File: src/rtl/pwm_seq_pkg.sv
// rtl/pwm_seq_pkg.sv - shared types for the PWM duty sequencer
package pwm_seq_pkg;

  // Encodings are visible on the phase output and must stay fixed.
  typedef enum logic [2:0] {
    PH_IDLE    = 3'd0,
    PH_RISE    = 3'd1,
    PH_HOLD_HI = 3'd2,
    PH_FALL    = 3'd3,
    PH_HOLD_LO = 3'd4,
    PH_DRAIN   = 3'd5
  } phase_t;

endpackage

File: src/rtl/step_divider.sv
// rtl/step_divider.sv - clock divider producing a one-cycle step strobe
module step_divider #(
  parameter int STEP_DIV = 16
) (
  input  logic clk,
  input  logic rst,
  output logic step
);

  localparam int DW = (STEP_DIV > 2) ? $clog2(STEP_DIV) : 1;

  logic [DW-1:0] div_cnt;
  logic          wrap;

  assign wrap = (div_cnt == DW'(STEP_DIV - 1));

  // Free-running divider; step is registered so it rises the cycle after the wrap value.
  always_ff @(posedge clk) begin
    if (rst) begin
      div_cnt <= '0;
      step    <= 1'b0;
    end else begin
      div_cnt <= wrap ? '0 : div_cnt + 1'b1;
      step    <= wrap;
    end
  end

endmodule

File: src/rtl/pwm_duty_sequencer.sv
// rtl/pwm_duty_sequencer.sv - breathing duty profile generator feeding the pwm block
module pwm_duty_sequencer
  import pwm_seq_pkg::*;
#(
  parameter int N                 = 8,
  parameter int STEP_DIV          = 16,
  parameter int PERIODS_PER_LEVEL = 4,
  parameter int HOLD_LEVELS       = 8
) (
  input  logic         clk,
  input  logic         rst,
  input  logic         run,
  input  logic [N-1:0] min_duty,
  input  logic [N-1:0] max_duty,
  output logic         step,
  output logic [N-1:0] duty,
  output logic         ena,
  output logic         period_done,
  output logic [2:0]   phase
);

  localparam int LW = (PERIODS_PER_LEVEL > 1) ? $clog2(PERIODS_PER_LEVEL) : 1;
  localparam int HW = $clog2(HOLD_LEVELS + 1);

  logic [N-1:0]  pcnt;
  logic [LW-1:0] lcnt;
  logic          lcnt_last;
  logic          level_tick;
  logic          hold_last;
  logic [N-1:0]  start_lo;

  phase_t        state, state_nx;
  logic [N-1:0]  duty_nx;
  logic          ena_nx;
  logic [N-1:0]  hi, hi_nx;
  logic [N-1:0]  lo, lo_nx;
  logic [HW-1:0] hcnt, hcnt_nx;

  step_divider #(.STEP_DIV(STEP_DIV)) u_step_divider (
    .clk  (clk),
    .rst  (rst),
    .step (step)
  );

  // Pre-increment pcnt at its top value means the downstream counter wraps on this edge.
  assign period_done = step && (pcnt == '1);
  assign lcnt_last   = (lcnt == LW'(PERIODS_PER_LEVEL - 1));
  assign level_tick  = period_done && lcnt_last;
  // The tick that lands on the end value counts as the first level of the hold.
  assign hold_last   = (int'(hcnt) + 2 >= HOLD_LEVELS);
  // An inverted floor/ceiling pair collapses to a flat profile at max_duty.
  assign start_lo    = (min_duty < max_duty) ? min_duty : max_duty;
  assign phase       = state;

  // Shadow of the downstream PWM counter.
  always_ff @(posedge clk) begin
    if (rst) begin
      pcnt <= '0;
    end else if (step) begin
      pcnt <= pcnt + 1'b1;
    end
  end

  // Periods within the current level; parked at zero while idle so a restart gets a full level.
  always_ff @(posedge clk) begin
    if (rst || state == PH_IDLE) begin
      lcnt <= '0;
    end else if (period_done) begin
      lcnt <= lcnt_last ? '0 : lcnt + 1'b1;
    end
  end

  // FSM and datapath registers.
  always_ff @(posedge clk) begin
    if (rst) begin
      state <= PH_IDLE;
      duty  <= '0;
      ena   <= 1'b0;
      hi    <= '0;
      lo    <= '0;
      hcnt  <= '0;
    end else begin
      state <= state_nx;
      duty  <= duty_nx;
      ena   <= ena_nx;
      hi    <= hi_nx;
      lo    <= lo_nx;
      hcnt  <= hcnt_nx;
    end
  end

  // Next-state logic; duty only moves on period boundaries, run-low only redirects phase.
  always_comb begin
    state_nx = state;
    duty_nx  = duty;
    ena_nx   = ena;
    hi_nx    = hi;
    lo_nx    = lo;
    hcnt_nx  = hcnt;
    case (state)
      PH_IDLE: begin
        if (period_done && run) begin
          state_nx = PH_RISE;
          hi_nx    = max_duty;
          lo_nx    = start_lo;
          duty_nx  = start_lo;
          ena_nx   = 1'b1;
        end
      end
      PH_RISE: begin
        if (!run) begin
          state_nx = PH_DRAIN;
        end else if (level_tick) begin
          if (duty == hi) begin
            state_nx = PH_HOLD_HI;
            hcnt_nx  = '0;
          end else begin
            duty_nx = duty + 1'b1;
          end
        end
      end
      PH_HOLD_HI: begin
        if (!run) begin
          state_nx = PH_DRAIN;
        end else if (level_tick) begin
          if (hold_last) begin
            state_nx = PH_FALL;
          end else begin
            hcnt_nx = hcnt + 1'b1;
          end
        end
      end
      PH_FALL: begin
        if (!run) begin
          state_nx = PH_DRAIN;
        end else if (level_tick) begin
          if (duty == lo) begin
            state_nx = PH_HOLD_LO;
            hcnt_nx  = '0;
          end else begin
            duty_nx = duty - 1'b1;
          end
        end
      end
      PH_HOLD_LO: begin
        if (!run) begin
          state_nx = PH_DRAIN;
        end else if (level_tick) begin
          if (hold_last) begin
            state_nx = PH_RISE;
            hi_nx    = max_duty;
            lo_nx    = start_lo;
            duty_nx  = start_lo;
          end else begin
            hcnt_nx = hcnt + 1'b1;
          end
        end
      end
      PH_DRAIN: begin
        if (level_tick) begin
          if (duty == '0) begin
            state_nx = PH_IDLE;
            ena_nx   = 1'b0;
          end else begin
            duty_nx = duty - 1'b1;
          end
        end
      end
      default: begin
        state_nx = PH_IDLE;
        duty_nx  = '0;
        ena_nx   = 1'b0;
      end
    endcase
  end

endmodule

File: config.mk
export PLATFORM = sky130hd
export DESIGN_NAME = pwm_duty_sequencer
export DESIGN_NICKNAME = d
export VERILOG_FILES = /design/src/rtl/pwm_seq_pkg.sv /design/src/rtl/step_divider.sv /design/src/rtl/pwm_duty_sequencer.sv
export SDC_FILE = /design/constraint.sdc
export NUM_CORES = 1
export LEC_CHECK = 0
export BUFFER_PORTS_ARGS = -buffer_cell sky130_fd_sc_hd__buf_2
export CORE_UTILIZATION = 46
export CTS_CLUSTER_DIAMETER = 50
export DETAILED_ROUTE_END_ITERATION = 8
export PLACE_DENSITY = 0.65
export SLEW_MARGIN = 0
export SYNTH_ARGS = -nofsm -noshare
export SYNTH_HDL_FRONTEND = slang
export SYNTH_HIERARCHICAL = 1
export SYNTH_SLANG_ARGS = --single-unit
File: constraint.sdc
create_clock -name clk -period 3.7 [get_ports clk]
set_input_delay 0 -clock clk [delete_from_list [all_inputs] [get_ports clk]]
set_output_delay 0 -clock clk [all_outputs]
set_load 0.1 [all_outputs]
==> results of run 1 <==
registers in the layout, indices dropped and copies added, names as in the netlist:
register,count
u_step_divider/div_cnt,4
ena,1
duty,8
lcnt,2
pcnt,8
lo,8
phase,3
u_step_divider/step,1
hcnt,4
hi,8
routing by layer:
| metal | track usage [%] | routed length (um) |
|---|---|---|
| met2 | 31.7 | 2970 |
| met3 | 3.28 | 255 |
| met1 | 29.4 | 3300 |
| met4 | 5.17 | 60 |
| met5 | 0 | 0 |
final cells by class:
class / count / area [um^2]
clock buffers: 5 / 68.8
inverters: 17 / 63.8
clock inverters: 3 / 67.6
well taps: 77 / 96.3
repair buffers: 41 / 248
fillers: 615 / 2900
flip-flops and latches: 47 / 941
multi-input cells: 250 / 1930
worst min-delay path by stage:
stage / startpoint / end / slack (ns) / depth (start not counted)
floorplan: rst / u_step_divider/div_cnt[3] / 0.07 / 1
global placement: max_duty[4] / hi[4] / 0.27 / 3
detailed placement: max_duty[4] / hi[4] / 0.27 / 3
CTS: min_duty[4] / lo[4] / 0.13 / 4
global route: min_duty[4] / lo[4] / 0.16 / 4
finish: min_duty[4] / lo[4] / 0.15 / 4
tightest hold or removal path: stages:
cell and delay, ns:
buf_2 0.09, mux2_1 0.17, mux2i_1 0.08, nor2_1 0.08
cells by family (layout without fill, tap and decap cells):
kind of cell | count (synthesis) | after routing | synth area share, %
AOI/OAI and AO/OA | 70 | 70 | 18.2
xor gates and xnor gates | 29 | 29 | 8.44
adders and majority gates | 22 | 22 | 9.32
buffers and inverters | 32 | 66 | 4.74
DFF | 47 | 47 | 31.3
muxes | 24 | 24 | 8.19
and+or+nand+nor | 105 | 105 | 19.8
cell usage in the layout, fill, tap and decap left out, drive strengths merged, types with 3 or more instances in the layout:
cell / instances
a211oi: 8
a21o: 6
a21oi: 15
a22oi: 3
and3: 3
buf: 33
clkbuf: 5
dfxtp: 47
dlygate4sd3: 8
ha: 20
inv: 17
mux2: 5
mux2i: 19
nand2: 19
nand2b: 3
nand4: 9
nor2: 36
nor2b: 4
nor3: 10
nor4: 4
o211a: 3
o21ai: 11
o221ai: 4
or3: 4
or4: 3
xnor2: 22
xor2: 7
stage by stage:
stage / setup slack [ns] / area [um^2] / std cells / power (uW)
finish: 0.888 / 3410 / 440 / 1060
global placement: 1.02 / 3200 / 424 / 615
detailed placement: 0.912 / 3200 / 424 / 617
floorplan: 0.604 / 3010 / 329 / 587
CTS: 0.895 / 3410 / 440 / 1080
global route: 0.652 / 3410 / 440 / 1110
cells in the mapped netlist (all sizes together) (4+ instances only):
| master | count | area, um^2 |
|---|---|---|
| nor4 | 4 | 40.0 |
| or3 | 4 | 25.0 |
| mux2 | 5 | 56.3 |
| o21ai | 11 | 55.1 |
| a21oi | 15 | 75.1 |
| nand2 | 19 | 71.3 |
| clkbuf | 6 | 22.5 |
| nand4 | 9 | 86.3 |
| buf | 9 | 56.3 |
| nor2b | 4 | 25.0 |
| a21o | 6 | 45.0 |
| ha | 20 | 250 |
| dfxtp | 47 | 941 |
| mux2i | 19 | 190 |
| o221ai | 4 | 41.3 |
| nor2 | 36 | 151 |
| xor2 | 7 | 61.3 |
| xnor2 | 22 | 193 |
| nor3 | 10 | 50.1 |
| a211oi | 8 | 80.1 |
| inv | 17 | 63.8 |
timing repair:
item                                    CTS  global route
hold endpoints to repair                  8             0
hold buffers                              8             0
endpoints found under the setup margin    0             0
report_power, final:
group	internal (uW)	leakage, uW	switching (uW)
sequential	509	0.000379	3.31
combinational	40.9	0.00101	58.6
clock	270	0.0000644	183
==> impl_metrics.ini, run 1 <==
[run_status]
status = complete, no violations

[setup_path]
timing.critical_path.from_type = flip-flop
r2r-end = duty[6]
setup.worst_path.end_class = flip-flop
crit_start = phase[2]
reg2reg_depth = 10
cp_slowest_cell = dfxtp_1
r2r_setup_slack_ns = 0.89
crit_path_cell_trace = xor2_1, nand2_1, inv_1, ha_1, nor2b_1, o21ai_1, a21oi_1, or3_1, a32oi_1, a211oi_2
critPathBufInv = 1
crit_cells = 10
critPathArrivalTime_ns = 2.96
path_class = flip-flop to flip-flop
crit_required_ns = 3.85
r2r-start = phase[2]
cp-endpoint = duty[6]
slowest_delay_ns = 0.68
crit_fanout = 18
crit_family = flip-flops

[clocking]
postCtsSetupBuffers = 0
cts_tree = built
clk_pin_slew_ns = 0.09
htreeDepth = 2
clk_path_buf_depth = 2
cts_root_buf = clkbuf_8
numCtsBuffers = 5
cts_resized = 0
cts_sinks = 47
clk-insertion-delay-late_ns = 0.30

[timing]
period_share_pct = 76.0
final_max_slew_viol_count = 0
hold_viol_final = 0
finalCriticalPeriod_ns = 2.81
tns_ns = 0
fin_skew_ns = 0.00369
worst_pin_slew_ns = 0.873
setup_violations = 0
maxSlewHeadroom_pct = 41.4
grt_setup_unrepaired = no
whs_ns = 0.148
fmax_mhz = 356

[power_and_ir_drop]
leakage_uw = 0.00145
ir_drop_v = 0.000189
powerDensity_mw_per_mm2 = 312

[floorplanning]
io_pins = 33
dieHeight_um = 82.9
die_area_mm2 = 0.00687
die_w_um = 82.9
initial_core_util_pct = 47.6
rows = 29
coreArea_mm2 = 0.00631

[layout]
final_core_util_pct = 54.1
area_delta_synth_final_pct = 13.5
layout-drive-gt1-share_pct = 15.7
fin_nets = 402
n_antenna_cell = 0

[global_route]
grt_pass1_wl_mm = 11.5
grt_max_degree = 47
grt_use_total_pct = 20.4
antenna_found_initial = 0
grt_pass1_vias = 2357
grt_overflow = 0

[synthesis]
synth_edf_count = 0
synth_flop_cell = dfxtp_1
synthCells = 329
netlist_area_mm2 = 0.00301
synth_warnings = 6
synth_nets = 369
postSynthAreaPerCell_um2 = 9.14
ys_seq_area_share_pct = 31.3
ys_types = 65
ys_ff_latch = 47
async_reset_ff_share_pct = 0

[hold_path]
hp-class = input pin to flip-flop

[detailed_routing]
first_pass_iters = 4
wl_per_cell_um = 15.0
vias = 2470
drc_errors = 0
via_per_inst = 5.61
drt_iter0_drc = 173
drt-total-wl_mm = 6.59
ant_nets = 0

[place]
gp_congestion = 0.848
port_buffers = 32
dp_hpwl_mm = 4.77

[flow_run]
cap_violations = 0
Note: power is estimated with default switching activity, not from simulation.
==> inputs of run 2 (changes only) <==
--- a/config.mk
+++ b/config.mk
@@ -9,7 +9,7 @@
 export CORE_UTILIZATION = 46
 export CTS_CLUSTER_DIAMETER = 50
 export DETAILED_ROUTE_END_ITERATION = 8
-export PLACE_DENSITY = 0.65
+export PLACE_DENSITY = 0.68
 export SLEW_MARGIN = 0
 export SYNTH_ARGS = -nofsm -noshare
 export SYNTH_HDL_FRONTEND = slang
==> constraint.sdc (replaced) <==
create_clock -name clk -period 2.28 [get_ports clk]
set_input_delay 0 -clock clk [delete_from_list [all_inputs] [get_ports clk]]
set_output_delay 0 -clock clk [all_outputs]
set_load 0.1 [all_outputs]
==> run 2 against run 1 <==
Effect of this change:
- global-route usage grew 0.24 points
- combinational power increased by 75%
- fmax up 31%
- cell count increased by 3.9%
- non-clock buffer count rose by 17
- core utilization increased by 3.1 points
- largest cell class unchanged
==> impl_metrics.ini, run 2 (same netlist as run 1, synthesis figures left out) <==
[floorplanning]
coreArea_mm2 = 0.00631
rows = 29
io_pins = 33
dieHeight_um = 82.9
die_w_um = 82.9
initial_core_util_pct = 47.6
die_area_mm2 = 0.00687

[power_and_ir_drop]
leakage_uw = 0.00152
powerDensity_mw_per_mm2 = 415
ir_drop_v = 0.000325

[timing]
fmax_mhz = 467
setup_violations = 0
worst_pin_slew_ns = 0.534
grt_setup_unrepaired = no
finalCriticalPeriod_ns = 2.14
fin_skew_ns = 0.00745
whs_ns = 0.0476
maxSlewHeadroom_pct = 64.1
fin_ws_ns = 0.138
final_max_slew_viol_count = 0
period_share_pct = 93.9
hold_viol_final = 0

[setup_path]
crit_start = phase[1]
timing.critical_path.from_type = flip-flop
cp_slowest_cell = dfxtp_4
crit_path_cell_trace = xor2_2, nand2_2, clkinv_4, ha_4, nor2b_4, o21ai_2, a21oi_1, or3_1, a32oi_1, a211oi_2
slowest_delay_ns = 0.36
r2r-start = phase[1]
path_class = flip-flop to flip-flop
setup.worst_path.end_class = flip-flop
crit_fanout = 7
crit_family = simple AND/OR/NAND/NOR gates
crit_required_ns = 2.46
critPathBufInv = 1
critPathArrivalTime_ns = 2.32

[place]
dp_hpwl_mm = 5.06
pre_cts_slack_ns = 0.0332
port_buffers = 32
dp_cells = 436
gp_congestion = 0.784
post_dp_cell_area_mm2 = 0.00339

[detailed_routing]
wl_met2_mm = 3.47
drc_errors = 0
drt_iter0_drc = 168
wl_met1_mm = 3.15
drt-total-wl_mm = 6.91
vias = 2565
first_pass_iters = 4
wl_per_cell_um = 15.1
top_layer = met4
via_per_inst = 5.61
ant_nets = 0
wl_met3_um = 225

[hold_path]
hp-start = rst
hp-class = input pin to flip-flop

[flow_run]
cap_violations = 0

[clocking]
clk_path_buf_depth = 2
clk-insertion-delay-late_ns = 0.30
cts_sinks = 47
htreeDepth = 2
cts_tree = built
numCtsBuffers = 5
clk_pin_slew_ns = 0.09
cts_root_buf = clkbuf_8

[layout]
area_delta_synth_final_pct = 19.9
instances_no_fill = 457
fin_area_mm2 = 0.00361
fillers = 590
fin_nets = 419
layout-drive-gt1-share_pct = 25.0
mostFrequentLayoutCells = nor2_1 (35), dfxtp_1 (35), buf_2 (32)
n_antenna_cell = 0

[global_route]
grt_overflow = 0
grt_pass1_vias = 2431
grt_pass1_wl_mm = 11.8
antenna_found_initial = 0
grt_use_total_pct = 20.7
grt_max_degree = 31

[run_status]
status = complete, no violations
run 2: changes by cell type in the layout (fill, tap and decap cells not counted), sizes merged:
cell      previous run  this run
clkinv               0         4
inv                 17        16
bufinv               2         0
clkinvlp             1         0
buf                 33        50
run 2: layout make-up:
class,count,area (um^2),area share (%)
well taps,77,96.3,2.67
clock buffers,5,68.8,1.91
flip-flops and latches,47,966,26.8
repair buffers,58,400,11.1
clock inverters,3,15.0,0.416
multi-input cells,250,1990,55.2
inverters,17,68.8,1.91
run 2: metal layers:
layer,global-route usage [%],vias to the layer above
li1,-,1293
met3,3.38,8
met4,5.64,0
met5,0,-
met2,35.1,46
met1,27.0,1218
run 2: final timing paths:
path              cells past startpoint  endpoint  slack [ns]
setup / recovery                     10   duty[6]        0.14
setup reg to reg                     10   duty[6]        0.14
hold / removal                        2   pcnt[4]        0.05
hold reg to reg                       2   hcnt[3]        0.45
run 2: timing repair:
action / CTS / global route
setup buffers: 0 / 5
resized for setup: 0 / 4
hold endpoints to repair: 8 / 0
setup endpoints to repair: 0 / 3
hold buffers: 8 / 0
run 2: worst reg2reg max path: stages (launching register included):
cell and delay (ns):
dfxtp_4 0.36, xor2_2 0.18, nand2_2 0.11, clkinv_4 0.12, ha_4 0.25, nor2b_4 0.12
o21ai_2 0.13, a21oi_1 0.09, or3_1 0.35, a32oi_1 0.21, a211oi_2 0.09
run 2: through the flow:
| step | util (%) | total power (uW) | TNS, ns |
|---|---|---|---|
| 2_1_floorplan | - | 949 | -0.0880 |
| 3_3_place_gp | 53.7 | 997 | 0 |
| 3_5_place_dp | 53.7 | 1000 | 0 |
| 4_1_cts | 56.3 | 1500 | 0 |
| 5_1_grt | 57.1 | 1560 | 0 |
| 6_report | 57.1 | 1500 | 0 |
run 2: where the power goes:
part,internal [uW],switching (uW),total [uW]
Sequential,821,5.38,827
Combinational,77.4,96.2,174
Clock,211,286,497
